`src/rtl/mem_port_arbiter_if.sv`:
```
// Requester-side bus of the memory port arbiter: per-port request fields,
// per-port grant and read-response signals.
interface mem_port_arbiter_if #(
  parameter int NUM_PORTS  = 2,
  parameter int ADDR_WIDTH = 11
);
  logic [NUM_PORTS-1:0]            req_valid;
  logic [NUM_PORTS-1:0]            req_ready;
  logic [NUM_PORTS-1:0]            req_wen;
  logic [NUM_PORTS*ADDR_WIDTH-1:0] req_addr;
  logic [NUM_PORTS*32-1:0]         req_wdata;
  logic [NUM_PORTS*4-1:0]          req_wstrb;
  logic [NUM_PORTS-1:0]            rsp_valid;
  logic [31:0]                     rsp_rdata;

  // Requesters drive the request fields and observe grant and response.
  modport master (
    output req_valid, req_wen, req_addr, req_wdata, req_wstrb,
    input  req_ready, rsp_valid, rsp_rdata
  );

  // The arbiter observes requests and drives grant and response.
  modport slave (
    input  req_valid, req_wen, req_addr, req_wdata, req_wstrb,
    output req_ready, rsp_valid, rsp_rdata
  );
endinterface

```
`src/rtl/mem_port_arbiter.sv`:
```
// Shares one ideal-memory port among NUM_PORTS requesters. The grant is
// combinational; read data is registered one cycle after the accept.
// Losers are stalled by holding their ready low.
module mem_port_arbiter #(
  parameter int NUM_PORTS  = 2,
  parameter int ADDR_WIDTH = 11,
  parameter int ARB_MODE   = 0
) (
  input  logic                           clk,
  input  logic                           rst_n,
  input  logic                           pri_en,
  input  logic [$clog2(NUM_PORTS)-1:0]   pri_port,
  mem_port_arbiter_if.slave              bus,
  output logic [ADDR_WIDTH-3:0]          mem_addr,
  output logic                           mem_wen,
  output logic [3:0]                     mem_wstrb,
  output logic [31:0]                    mem_wdata,
  output logic                           mem_ren,
  input  logic [31:0]                    mem_rdata,
  output logic [31:0]                    conflict_cnt
);
  localparam int PW = $clog2(NUM_PORTS);

  logic [PW-1:0]         rr_ptr_reg;
  logic [NUM_PORTS-1:0]  rsp_valid_reg;
  logic [31:0]           rsp_rdata_reg;
  logic [31:0]           conflict_cnt_reg;

  logic [PW-1:0]         win_idx;
  logic                  win_found;
  int                    rr_idx;
  logic [NUM_PORTS-1:0]  grant_vec;
  logic [ADDR_WIDTH-1:0] win_addr;
  logic                  win_wen;
  logic [3:0]            win_wstrb;
  logic [31:0]           win_wdata;
  logic                  multi_valid;

  // Winner selection: override first, then fixed-priority or round-robin.
  always_comb begin
    win_idx   = '0;
    win_found = 1'b0;
    rr_idx    = 0;
    // Out-of-range override ports (non power-of-two NUM_PORTS) are ignored.
    if (pri_en && (int'(pri_port) < NUM_PORTS) && bus.req_valid[pri_port]) begin
      win_idx   = pri_port;
      win_found = 1'b1;
    end else if (ARB_MODE == 0) begin
      // Descending scan so the lowest valid index is the last one written.
      for (int i = NUM_PORTS - 1; i >= 0; i--) begin
        if (bus.req_valid[i]) begin
          win_idx   = PW'(i);
          win_found = 1'b1;
        end
      end
    end else begin
      // Cyclic search starting at the round-robin pointer.
      for (int k = 0; k < NUM_PORTS; k++) begin
        rr_idx = (int'(rr_ptr_reg) + k) % NUM_PORTS;
        if (!win_found && bus.req_valid[rr_idx]) begin
          win_idx   = PW'(rr_idx);
          win_found = 1'b1;
        end
      end
    end
  end

  // One-hot grant to the winner only.
  for (genvar gi = 0; gi < NUM_PORTS; gi++) begin : g_grant
    assign grant_vec[gi] = win_found && (win_idx == PW'(gi));
  end

  assign bus.req_ready = grant_vec;

  // Steer the winner's request fields onto the memory port; all zero when idle.
  assign win_addr  = bus.req_addr[win_idx*ADDR_WIDTH +: ADDR_WIDTH];
  assign win_wen   = bus.req_wen[win_idx];
  assign win_wstrb = bus.req_wstrb[win_idx*4 +: 4];
  assign win_wdata = bus.req_wdata[win_idx*32 +: 32];

  assign mem_addr  = win_found ? win_addr[ADDR_WIDTH-1:2] : '0;
  assign mem_wen   = win_found & win_wen;
  assign mem_ren   = win_found & ~win_wen;
  assign mem_wstrb = mem_wen ? win_wstrb : 4'h0;
  assign mem_wdata = mem_wen ? win_wdata : 32'h0;

  // Two or more set bits: clearing the lowest set bit leaves something.
  assign multi_valid = |(bus.req_valid & (bus.req_valid - 1'b1));

  // Response capture, round-robin pointer update and contention counting.
  always_ff @(posedge clk or negedge rst_n) begin
    if (!rst_n) begin
      rr_ptr_reg       <= '0;
      rsp_valid_reg    <= '0;
      rsp_rdata_reg    <= '0;
      conflict_cnt_reg <= '0;
    end else begin
      rsp_valid_reg <= '0;
      if (win_found) begin
        rr_ptr_reg <= (int'(win_idx) == NUM_PORTS - 1) ? '0 : win_idx + 1'b1;
        if (!win_wen) begin
          rsp_valid_reg <= grant_vec;
          rsp_rdata_reg <= mem_rdata;
        end
      end
      if (multi_valid && (conflict_cnt_reg != 32'hFFFF_FFFF)) begin
        conflict_cnt_reg <= conflict_cnt_reg + 32'd1;
      end
    end
  end

  assign bus.rsp_valid = rsp_valid_reg;
  assign bus.rsp_rdata = rsp_rdata_reg;
  assign conflict_cnt  = conflict_cnt_reg;

endmodule

```
`src/flat_wrapper.sv`:
```
// flat-port wrapper written by rule: the top's interface ports become plain ports
module mem_port_arbiter_flat 
#(
  parameter int NUM_PORTS  = 2,
  parameter int ADDR_WIDTH = 11,
  parameter int ARB_MODE   = 0
)
  (clk, rst_n, pri_en, pri_port, mem_addr, mem_wen, mem_wstrb, mem_wdata, mem_ren, mem_rdata, conflict_cnt, bus_req_valid, bus_req_wen, bus_req_addr, bus_req_wdata, bus_req_wstrb, bus_req_ready, bus_rsp_valid, bus_rsp_rdata);
  mem_port_arbiter_if #(.NUM_PORTS(NUM_PORTS), .ADDR_WIDTH(ADDR_WIDTH)) bus_i ();
  input  logic clk;
  input  logic rst_n;
  input  logic pri_en;
  input  logic [$clog2(NUM_PORTS)-1:0] pri_port;
  output logic [ADDR_WIDTH-3:0] mem_addr;
  output logic mem_wen;
  output logic [3:0] mem_wstrb;
  output logic [31:0] mem_wdata;
  output logic mem_ren;
  input  logic [31:0] mem_rdata;
  output logic [31:0] conflict_cnt;
  input wire logic [$bits(bus_i.req_valid)-1:0] bus_req_valid;
  input wire logic [$bits(bus_i.req_wen)-1:0] bus_req_wen;
  input wire logic [$bits(bus_i.req_addr)-1:0] bus_req_addr;
  input wire logic [$bits(bus_i.req_wdata)-1:0] bus_req_wdata;
  input wire logic [$bits(bus_i.req_wstrb)-1:0] bus_req_wstrb;
  output wire logic [$bits(bus_i.req_ready)-1:0] bus_req_ready;
  output wire logic [$bits(bus_i.rsp_valid)-1:0] bus_rsp_valid;
  output wire logic [$bits(bus_i.rsp_rdata)-1:0] bus_rsp_rdata;
  assign bus_i.req_valid = bus_req_valid;
  assign bus_i.req_wen = bus_req_wen;
  assign bus_i.req_addr = bus_req_addr;
  assign bus_i.req_wdata = bus_req_wdata;
  assign bus_i.req_wstrb = bus_req_wstrb;
  assign bus_req_ready = bus_i.req_ready;
  assign bus_rsp_valid = bus_i.rsp_valid;
  assign bus_rsp_rdata = bus_i.rsp_rdata;
  mem_port_arbiter #(.NUM_PORTS(NUM_PORTS), .ADDR_WIDTH(ADDR_WIDTH), .ARB_MODE(ARB_MODE)) u_core (.clk(clk), .rst_n(rst_n), .pri_en(pri_en), .pri_port(pri_port), .bus(bus_i), .mem_addr(mem_addr), .mem_wen(mem_wen), .mem_wstrb(mem_wstrb), .mem_wdata(mem_wdata), .mem_ren(mem_ren), .mem_rdata(mem_rdata), .conflict_cnt(conflict_cnt));
endmodule
```
`config.mk`:
```
export PLATFORM = sky130hd
export DESIGN_NAME = mem_port_arbiter_flat
export DESIGN_NICKNAME = d
export VERILOG_FILES = /design/src/rtl/mem_port_arbiter_if.sv /design/src/rtl/mem_port_arbiter.sv /design/src/flat_wrapper.sv
export SDC_FILE = /design/constraint.sdc
export NUM_CORES = 1
export LEC_CHECK = 0
export BUFFER_PORTS_ARGS = -buffer_cell sky130_fd_sc_hd__buf_2
export CAP_MARGIN = 10
export CORE_AREA = 2 2 97 99
export DETAILED_ROUTE_END_ITERATION = 10
export DIE_AREA = 0 0 99 101
export GPL_TIMING_DRIVEN = 1
export PLACE_DENSITY = 0.75
export SYNTH_ARGS = -nofsm -noshare
export SYNTH_HDL_FRONTEND = slang
export SYNTH_SLANG_ARGS = --single-unit
export TNS_END_PERCENT = 10
```
`constraint.sdc`:
```
create_clock -name clk -period 4.4 [get_ports clk]
set_input_delay 0 -clock clk [delete_from_list [all_inputs] [get_ports clk]]
set_output_delay 0 -clock clk [all_outputs]
set_load 0.02 [all_outputs]
```
==> run_results.csv, run 1 <==
group,metric,value,unit
placement,io_buffers,244,
clocking,cts_hold_buf,35,
detailed_routing,ant_nets,0,
timing,hold-worst-slack,0.0845,ns
detailed_routing,postRouteWirelength,11800,µm
setup_path,crit_type,"register to register",
synth,syn_area_per_cell,9.04,µm²
clocking,numClockSinks,66,
global_route,grt.overflow.total,0,
die,ios,249,
timing,tightest_slew,0.875,ns
synth,yosysWarnings,0,
clocking,htree_levels,3,
timing,drv_slew,0,
placement,dpl.hpwl,8870,µm
synth,syn_nets,525,
synth,ys_types,34,
setup_path,cp-end-kind,"register",
placement,dp_cells,729,
layout,area_growth,53.7,%
synth,ys_top_cells_by_area,"dfrtp_1 (47%), nand2_1 (11%), mux2_2 (11%), a21oi_1 (6.0%), xor2_1 (4.5%)",
timing,period_share,0.537,
die,rows,35,
global_route,grt_usage,0.223,
worst_hold_path,hp-class,"primary input to register",
status,status,"finished, final reports clean",
power,power_density,349,nW/µm²
clocking,worstSkewPairLatency,0.33,ns
timing,skew,0.00984,ns
placement,gp_congestion,0.879,
timing,hold_viol_final,0,
synth,synth_top_area_cell,"dfrtp_1",
synth,syn_inst,390,
die,dieWidth,99,µm
detailed_routing,drtIter0Drc,179,
layout,fill_cells,789,
die,die_area,10000,µm²
die,start_util,0.393,
timing,min_period,2.36,ns
clocking,cts_tree,"yes",
clocking,post-cts-setup-buffer-count,0,
global_route,grt_pass1_vias,3636,
timing,max_freq,0.423,GHz
synth,synth_flop_cell,"dfrtp_1",
timing,setup-violations-final,0,
synth,ys_seq_area_frac,0.469,
setup_path,critical_path_peak_fanout,6,
layout,seq_area,1650,µm²
detailed_routing,wl_per_cell,15.1,µm
layout,final_cells,780,
timing,tns,0,ns
detailed_routing,drc,0,
die,die_height,101,µm
detailed_routing,viasPerCell,4.97,
synth,synth_most_common_cell,"nand2_1",
layout,drive_above_1_share,0.460,
die,core-area,8980,µm²
synth,synth_enable_flop_cells,0,
power,ir_drop,0.145,mV
global_route,grt_pass1_wl,17500,µm
clocking,clockBufferDepth,2,
synth,synthArstFlopShare,1.00,
setup_path,required,4.60,ns
setup_path,critical_path_arrival,2.57,ns
synth,synth_top_cell_area_share,0.469,
clocking,root_buffer,"clkbuf_8",
clocking,cts_buffers,9,
placement,place_area,4840,µm²
power,power,1.89,mW
timing,max-slew-margin-rel,0.411,
global_route,grt_max_degree,67,
run,cap_viol_max_count,0,
synth,synth_area,3520,µm²
layout,diodes,0,
timing,rsz0062_at_grt,"false",
power,leakage,2.90,nW
synth,yosys-top-cells-count,"nand2_1 (103), dfrtp_1 (66), a21oi_1 (42)",
layout,multi_input_comb_area,1780,µm²
clocking,cts-resized-gates,0,
layout,fin_area,5420,µm²
detailed_routing,drt_first_pass_iters,4,
global_route,antenna_found_initial,0,
detailed_routing,vias,3880,
setup_path,startpoint_type,"register",
layout,nets,799,
synth,ys_seq_elements,66,
clocking,path_clk_slew,0.08,ns
final cells by class:
class                      count  area share
clock buffer                  10      0.0254
clock inverter                 6      0.0164
inverter                       5     0.00347
multi-input combinational    299       0.328
sequential                    66       0.305
tap                          111      0.0256
timing repair buffer         283       0.296
where the power goes:
part / internal [mW] / switching (mW)
combinational: 0.229 / 0.347
clock: 0.335 / 0.231
sequential: 0.685 / 0.0637
cell families (layout without fill, tap and decap cells):
| group | Yosys count | count (layout) | synth area share |
|---|---|---|---|
| muxes | 35 | 35 | 0.111 |
| AOI/OAI and AO/OA | 58 | 58 | 0.0863 |
| xor gates and xnor gates | 26 | 26 | 0.0646 |
| adders and majority gates | 1 | 1 | 0.00355 |
| buffers and inverters | 25 | 304 | 0.0266 |
| DFF | 66 | 66 | 0.469 |
| and+or+nand+nor | 179 | 179 | 0.239 |
routing by layer:
metal | up-vias | part of all wire | GRT usage
met1 | 1811 | 0.38 | 0.261
met5 | - | 0 | 0
met4 | 0 | 0.034 | 0.107
met3 | 24 | 0.059 | 0.0395
li1 | 1892 | - | -
met2 | 153 | 0.52 | 0.393
worst max-delay path, cell delays in order, from the launching register on:
cell,delay (ns)
dfrtp_1,0.40
ha_1,0.31
inv_1,0.10
or4_4,0.59
nor4_1,0.53
nor4b_1,0.14
xor2_1,0.17
worst paths after layout:
path,cells after the start,startpoint,slack [ns],to
max,6,u_core.conflict_cnt[0]$_DFFE_PN0P_,2.04,u_core.conflict_cnt[27]$_DFFE_PN0P_
min,3,bus_req_valid[0],0.08,u_core.bus.rsp_valid[0]$_DFF_PN0_
max reg2reg,6,u_core.conflict_cnt[0]$_DFFE_PN0P_,2.04,u_core.conflict_cnt[27]$_DFFE_PN0P_
min reg2reg,1,u_core.bus.rsp_rdata[11]$_DFFE_PN0P_,0.50,u_core.bus.rsp_rdata[11]$_DFFE_PN0P_
max in group asynchronous,3,rst_n,3.45,u_core.bus.rsp_rdata[3]$_DFFE_PN0P_
min in group asynchronous,3,rst_n,0.40,u_core.conflict_cnt[10]$_DFFE_PN0P_
cell usage in the layout (no fill, tap or decap), types with 3 or more instances in the layout:
| master | n |
|---|---|
| inv_1 | 5 |
| nor4_1 | 4 |
| dfrtp_1 | 66 |
| a21oi_1 | 42 |
| clkbuf_8 | 10 |
| buf_4 | 4 |
| mux2_2 | 33 |
| xor2_1 | 18 |
| nor3_1 | 10 |
| or2_2 | 3 |
| and3_1 | 5 |
| nor2_2 | 3 |
| nand3_1 | 11 |
| nand2_1 | 103 |
| nand4_1 | 12 |
| nor2_1 | 14 |
| o21ai_0 | 9 |
| a31oi_1 | 3 |
| dlygate4sd3_1 | 35 |
| buf_2 | 244 |
| xnor2_1 | 8 |
metrics by stage:
| step | util | setup slack, ns |
|---|---|---|
| floorplan | - | 2.16 |
| global placement | 0.539 | 2.15 |
| detailed placement | 0.539 | 2.08 |
| CTS | 0.603 | 2.09 |
| global route | 0.603 | 1.83 |
| finish | 0.603 | 2.04 |
(Power assumes the default switching activity.)
==> run 2: changes to the inputs <==
--- a/config.mk
+++ b/config.mk
@@ -7,11 +7,11 @@
 export LEC_CHECK = 0
 export BUFFER_PORTS_ARGS = -buffer_cell sky130_fd_sc_hd__buf_2
 export CAP_MARGIN = 10
-export CORE_AREA = 2 2 97 99
+export CORE_AREA = 2 2 96 98
 export DETAILED_ROUTE_END_ITERATION = 10
-export DIE_AREA = 0 0 99 101
+export DIE_AREA = 0 0 98 100
 export GPL_TIMING_DRIVEN = 1
-export PLACE_DENSITY = 0.75
+export PLACE_DENSITY = 0.76
 export SYNTH_ARGS = -nofsm -noshare
 export SYNTH_HDL_FRONTEND = slang
 export SYNTH_SLANG_ARGS = --single-unit
==> constraint.sdc (replaced) <==
create_clock -name clk -period 2.2 [get_ports clk]
set_input_delay 0 -clock clk [delete_from_list [all_inputs] [get_ports clk]]
set_output_delay 0 -clock clk [all_outputs]
set_load 0.02 [all_outputs]
==> run_results.csv, run 2 (synthesized netlist as in run 1, its figures left out) <==
group,metric,value,unit
status,status,"finished, final reports clean",
timing,rsz0062_at_grt,"false",
clocking,numClockSinks,66,
layout,diodes,0,
detailed_routing,drtIter0Drc,164,
setup_path,r2r-start,"u_core.conflict_cnt[0]$_DFFE_PN0P_",
layout,nets,807,
timing,drv_slew,0,
die,ios,249,
timing,max_freq,0.485,GHz
placement,dpl.hpwl,8950,µm
die,dieWidth,98,µm
die,start_util,0.396,
die,die_height,100,µm
placement,gp_congestion,0.848,
setup_path,reg2reg_setup_slack,0.14,ns
die,rows,35,
die,core-area,8890,µm²
placement,place_area,4920,µm²
timing,skew,0.00885,ns
worst_hold_path,hold_depth,3,
global_route,grt_usage,0.240,
power,p_int,2.34,mW
power,netSwitchingPower,1.29,mW
setup_path,cpMostUsedCell,"or4_4",
timing,max-slew-margin-rel,0.561,
setup_path,startpoint_type,"register",
global_route,grt_max_degree,67,
placement,io_buffers,244,
layout,fill_cells,748,
detailed_routing,viasPerCell,5.01,
power,power_density,665,nW/µm²
worst_hold_path,hp-class,"primary input to register",
setup_path,critical_path_peak_fanout,5,
clocking,post-cts-setup-buffer-count,0,
setup_path,r2r_end,"u_core.conflict_cnt[26]$_DFFE_PN0P_",
global_route,antenna_found_initial,0,
power,ir_drop,0.292,mV
setup_path,cp-end-kind,"register",
detailed_routing,wl_per_cell,15.5,µm
setup_path,path_delay_family,"simple AND/OR/NAND/NOR gates",
power,p_seq_frac,0.414,
layout,final_cell_mix,"buf_2 (244), nand2_1 (103), dfrtp_1 (64)",
setup_path,cp_num_buf_inv,1,
clocking,htree_levels,3,
detailed_routing,drt_first_pass_iters,4,
power,swShare,0.356,
setup_path,critPathSlowestCell,"or4_4",
timing,setup-violations-final,0,
setup_path,ff2ff_path_depth,6,
worst_hold_path,hold_start,"bus_req_valid[1]",
timing,min_period,2.06,ns
global_route,grt_pass1_wl,18700,µm
detailed_routing,ant_nets,0,
layout,layout_commonest_cell,"buf_2",
timing,hold_viol_final,0,
power,leakage,2.93,nW
layout,area_growth,55.1,%
worst_hold_path,min_to,"u_core.bus.rsp_valid[0]$_DFF_PN0_",
clocking,cts_tree,"yes",
clocking,path_clk_slew,0.07,ns
setup_path,cp_cell_sequence,"ha_2 > inv_1 > or4_4 > or4_4 > nor2_2 > xor2_1",
layout,drive_above_1_share,0.474,
detailed_routing,vias,3948,
global_route,grt.overflow.total,0,
clocking,clockBufferDepth,2,
setup_path,cpPeakStageDelay,0.58,ns
detailed_routing,postRouteWirelength,12200,µm
clocking,cts_buffers,9,
power,p_comb_frac,0.322,
timing,tns,0,ns
detailed_routing,drc,0,
timing,tightest_slew,0.659,ns
setup_path,crit_type,"register to register",
setup_path,critical_path_arrival,2.32,ns
timing,period_share,0.937,
power,clkPwrFrac,0.264,
run,cap_viol_max_count,0,
clocking,worstSkewPairLatency,0.33,ns
clocking,root_buffer,"clkbuf_8",
setup_path,required,2.46,ns
layout,fin_area,5470,µm²
global_route,grt_pass1_vias,3820,
die,die_area,9800,µm²
run 2: cell types whose count changed in the layout (fill, tap and decap cells not counted), sizes merged:
cell / previous run / this run
buf: 248 / 256
bufinv: 2 / 0
clkbuf: 10 / 12
clkinv: 1 / 2
inv: 6 / 5
run 2: worst min-delay path, cell delays in order:
cell,delay [ns]
buf_2,0.12
nor2_1,0.07
nor3_1,0.14
run 2: worst max path at each step:
stage | cells past startpoint | end | slack, ns | from
finish | 6 | u_core.conflict_cnt[26]$_DFFE_PN0P_ | 0.14 | u_core.conflict_cnt[0]$_DFFE_PN0P_
global route | 5 | u_core.conflict_cnt[21]$_DFFE_PN0P_ | 0.05 | u_core.conflict_cnt[24]$_DFFE_PN0P_
CTS | 6 | u_core.conflict_cnt[26]$_DFFE_PN0P_ | 0.06 | u_core.conflict_cnt[0]$_DFFE_PN0P_
detailed placement | 6 | u_core.conflict_cnt[26]$_DFFE_PN0P_ | 0.07 | u_core.conflict_cnt[0]$_DFFE_PN0P_
global placement | 6 | u_core.conflict_cnt[26]$_DFFE_PN0P_ | 0.15 | u_core.conflict_cnt[0]$_DFFE_PN0P_
floorplan | 6 | u_core.conflict_cnt[30]$_DFFE_PN0P_ | 0.06 | u_core.conflict_cnt[0]$_DFFE_PN0P_
run 2: area by class of cell:
| type | count | area [µm²] | area share |
|---|---|---|---|
| clock inverters | 4 | 25.0 | 0.00458 |
| repair buffers | 291 | 1670 | 0.306 |
| multi-input cells | 299 | 1790 | 0.328 |
| flip-flops and latches | 66 | 1650 | 0.303 |
| inverters | 5 | 18.8 | 0.00343 |
| well taps | 111 | 139 | 0.0254 |
| clock buffers | 12 | 165 | 0.0302 |
run 2: what timing repair did:
| item | in CTS | in global routing |
|---|---|---|
| endpoints found under the setup margin | 0 | 6 |
| hold buffers | 35 | 0 |
| gates resized for setup | 0 | 2 |
| hold endpoints to repair | 100 | 0 |
run 2: power by group through the flow:
stage,clock [mW],combinational [mW],sequential [mW]
after floorplan,0,0.437,1.70
after global placement,0,1.10,1.51
after detailed placement,0,1.12,1.52
after CTS,0.978,1.17,1.50
after global routing,1.03,1.26,1.53
final,0.960,1.17,1.51
run 2: per-stage QoR:
step / worst slack [ns] / utilization / hold WS (ns) / std cells / power, mW
final: 0.138 / 0.615 / 0.0592 / 788 / 3.64
after global placement: 0.146 / 0.553 / 0.0341 / 737 / 2.61
after global routing: 0.0542 / 0.615 / 0.0887 / 788 / 3.82
after detailed placement: 0.0741 / 0.553 / 0.0506 / 737 / 2.64
after floorplan: 0.0593 / - / -0.296 / 390 / 2.14
after CTS: 0.0629 / 0.614 / 0.0558 / 788 / 3.65
run 2: per-layer routing:
| metal | share of wire | GRT usage | up-vias | wire length, µm |
|---|---|---|---|---|
| li1 | - | - | 1909 | - |
| met1 | 0.38 | 0.279 | 1835 | 4700 |
| met2 | 0.50 | 0.419 | 174 | 6130 |
| met3 | 0.075 | 0.0599 | 30 | 916 |
| met4 | 0.038 | 0.113 | 0 | 469 |
| met5 | 0 | 0 | - | 0 |
==> run 3: changes to the inputs <==
--- a/config.mk
+++ b/config.mk
@@ -5,13 +5,15 @@
 export SDC_FILE = /design/constraint.sdc
 export NUM_CORES = 1
 export LEC_CHECK = 0
+export ABC_AREA = 1
 export BUFFER_PORTS_ARGS = -buffer_cell sky130_fd_sc_hd__buf_2
 export CAP_MARGIN = 10
-export CORE_AREA = 2 2 96 98
+export CORE_ASPECT_RATIO = 0.8
+export CORE_UTILIZATION = 44
 export DETAILED_ROUTE_END_ITERATION = 10
-export DIE_AREA = 0 0 98 100
 export GPL_TIMING_DRIVEN = 1
-export PLACE_DENSITY = 0.76
+export PLACE_DENSITY = 0.79
+export RECOVER_POWER = 25
 export SYNTH_ARGS = -nofsm -noshare
 export SYNTH_HDL_FRONTEND = slang
 export SYNTH_SLANG_ARGS = --single-unit
==> run_results.csv, run 3 <==
group,metric,value,unit
worst_hold_path,hp-class,"primary input to register",
setup_path,reg2reg_setup_slack,0.33,ns
synth,ys_types,25,
synth,synthArstFlopShare,1.00,
layout,nets,1041,
setup_path,r2r_end,"u_core.conflict_cnt[22]$_DFFE_PN0P_",
placement,dp_cells,971,
synth,synth_top_area_cell,"dfrtp_1",
detailed_routing,viasPerCell,5.11,
placement,place_area,5400,µm²
clocking,path_clk_slew,0.06,ns
clocking,cts-resized-gates,0,
clocking,worstSkewPairLatency,0.33,ns
power,netSwitchingPower,1.36,mW
die,start_util,0.466,
setup_path,critPathSlowestCell,"dlygate4sd3_1",
setup_path,cp-end-kind,"primary output",
placement,gp_congestion,0.904,
setup_path,critical_path_peak_fanout,18,
detailed_routing,drc,0,
setup_path,r2r-start,"u_core.conflict_cnt[1]$_DFFE_PN0P_",
synth,synth_area,4060,µm²
die,core-area,8710,µm²
synth,syn_inst,627,
detailed_routing,top_layer,"met4",
synth,yosysWarnings,0,
worst_hold_path,hold_depth,5,
global_route,grt_usage,0.319,
synth,synth_enable_flop_cells,0,
detailed_routing,met3_length,1250,µm
timing,tightest_slew,0.983,ns
power,leakage,3.26,nW
setup_path,crit_type,"primary input to primary output",
timing,tns,0,ns
power,swShare,0.335,
timing,max-slew-margin-rel,0.345,
synth,synth_top_cell_area_share,0.407,
global_route,grt_pass1_vias,4690,
layout,final_cell_mix,"nand2_1 (356), buf_2 (185), dfrtp_1 (66)",
setup_path,cpPeakStageDelay,0.52,ns
timing,hold_viol_final,0,
clocking,cts_buffers,9,
power,p_comb_frac,0.263,
clocking,numClockSinks,66,
worst_hold_path,min_to,"u_core.conflict_cnt[20]$_DFFE_PN0P_",
setup_path,cp_num_buf_inv,6,
worst_hold_path,hold_start,"bus_req_valid[1]",
timing,max_freq,0.517,GHz
detailed_routing,ant_nets,0,
clocking,htree_levels,3,
synth,yosys-top-cells-count,"nand2_1 (356), dfrtp_1 (66), nor2_1 (50)",
synth,ys_seq_area_frac,0.407,
die,ios,249,
power,ir_drop,0.496,mV
timing,setup-violations-final,0,
detailed_routing,drtIter0Drc,442,
global_route,grt.overflow.total,0,
global_route,antenna_found_initial,1,
synth,ys_seq_elements,66,
synth,syn_area_per_cell,6.47,µm²
layout,final_cells,1024,
setup_path,critical_path_arrival,1.93,ns
clocking,clockBufferDepth,2,
detailed_routing,postRouteWirelength,15600,µm
die,dieWidth,109,µm
power,p_int,2.71,mW
run,cap_viol_max_count,0,
layout,drive_above_1_share,0.244,
die,die_area,9610,µm²
layout,layout_commonest_cell,"nand2_1",
timing,min_period,1.93,ns
clocking,root_buffer,"clkbuf_16",
setup_path,required,2.20,ns
synth,synth_flop_cell,"dfrtp_1",
power,power_density,679,nW/µm²
clocking,cts_tree,"yes",
timing,rsz0062_at_grt,"false",
power,clkPwrFrac,0.377,
global_route,grt_pass1_wl,23200,µm
detailed_routing,drt_first_pass_iters,5,
die,die_height,87.9,µm
status,status,"finished, final reports clean",
synth,synth_most_common_cell,"nand2_1",
timing,drv_slew,0,
timing,skew,0.00486,ns
setup_path,cp_cell_sequence,"dlygate4sd3_1 > buf_2 > inv_1 > nand2_1 > o21ai_0 > inv_1 > nand2_1 > buf_4 > a21oi_1 > buf_2",
synth,ys_top_cells_by_area,"dfrtp_1 (41%), nand2_1 (33%), nor2_1 (4.6%), a21oi_1 (4.4%), inv_1 (3.1%)",
setup_path,ff2ff_path_depth,10,
setup_path,path_delay_family,"buffers and inverters",
global_route,grt_max_degree,38,
power,p_seq_frac,0.360,
detailed_routing,wl_met1,5760,µm
setup_path,startpoint_type,"primary input",
layout,area_growth,48.1,%
placement,dpl.hpwl,10900,µm
detailed_routing,wl_met2,7860,µm
layout,fin_area,6000,µm²
placement,io_buffers,244,
detailed_routing,wl_per_cell,15.2,µm
detailed_routing,vias,5234,
synth,syn_nets,762,
die,rows,30,
timing,period_share,0.879,
run 3: cell types whose count changed in the layout (fill, tap and decap cells not counted), moves of 9 or more:
cell / delta
a22o_1: +9
buf_2: -59
clkbuf_1: +59
clkbuf_16: +9
clkbuf_8: -12
inv_1: +29
mux2_2: -33
nand2_1: +253
nor2_1: +36
nor3_1: -9
xor2_1: -11
run 3: cells by family after synthesis:
group                    after synthesis  share of synthesized area
AND/OR/NAND/NOR                      437                      0.425
flip-flops                            66                      0.407
buffers and inverters                 59                     0.0639
AO/OA/AOI/OAI                         50                     0.0700
XOR/XNOR                              14                     0.0302
adder cells (fa/ha/maj)                1                    0.00308
run 3: worst reg2reg max path, cell delays in order, from the launching register on:
cell,delay (ns)
dfrtp_1,0.40
ha_1,0.24
inv_1,0.09
nor2_4,0.15
nand2_2,0.12
nor2_4,0.18
nand2_4,0.10
nand2_4,0.16
inv_4,0.15
nand2_1,0.13
nand2_1,0.05
run 3: area by class of cell:
class	instances	area, µm²
Fill cell	768	2700
Multi-Input combinational cell	502	2140
Tap cell	112	140
Antenna cell	1	2.50
Timing Repair Buffer	290	1610
Clock inverter	7	93.8
Sequential cell	66	1650
Inverter	37	141
Clock buffer	9	225
run 3: power by group through the flow:
stage / logic [mW] / clock network (mW) / registers, mW
global route: 1.16 / 1.62 / 1.48
finish: 1.07 / 1.54 / 1.47
CTS: 1.09 / 1.55 / 1.46
global placement: 1.01 / 0 / 1.47
detailed placement: 1.04 / 0 / 1.47
floorplan: 0.430 / 0 / 1.62
run 3: worst max-delay path by stage:
stage	start	end	slack, ns	cells past startpoint
finish	bus_req_wen[0]	mem_wstrb[0]	0.27	10
global route	bus_req_wen[1]	mem_wdata[15]	0.13	8
CTS	bus_req_wen[0]	mem_wdata[15]	0.30	10
detailed placement	u_core.conflict_cnt[1]$_DFFE_PN0P_	u_core.conflict_cnt[19]$_DFFE_PN0P_	0.37	10
global placement	u_core.conflict_cnt[1]$_DFFE_PN0P_	u_core.conflict_cnt[25]$_DFFE_PN0P_	0.42	10
floorplan	u_core.conflict_cnt[1]$_DFFE_PN0P_	u_core.conflict_cnt[30]$_DFFE_PN0P_	0.45	11
run 3: stage by stage:
step	hold WS (ns)	utilization	setup WS [ns]	total power, mW
global route	0.214	0.690	0.128	4.26
global placement	0.158	0.620	0.425	2.48
CTS	0.189	0.698	0.298	4.09
finish	0.200	0.690	0.267	4.07
floorplan	-0.296	-	0.453	2.05
detailed placement	0.172	0.620	0.371	2.51
run 3: repair_timing:
| item | CTS | global route |
|---|---|---|
| buffers inserted | 0 | 0 |
| endpoints found under the hold margin | 70 | 0 |
| hold buffers | 36 | 0 |
run 3: metal layers:
metal	vias up	GRT usage
li1	2493	-
met1	2410	0.389
met2	278	0.544
met3	53	0.0632
met4	0	0.149
met5	-	0
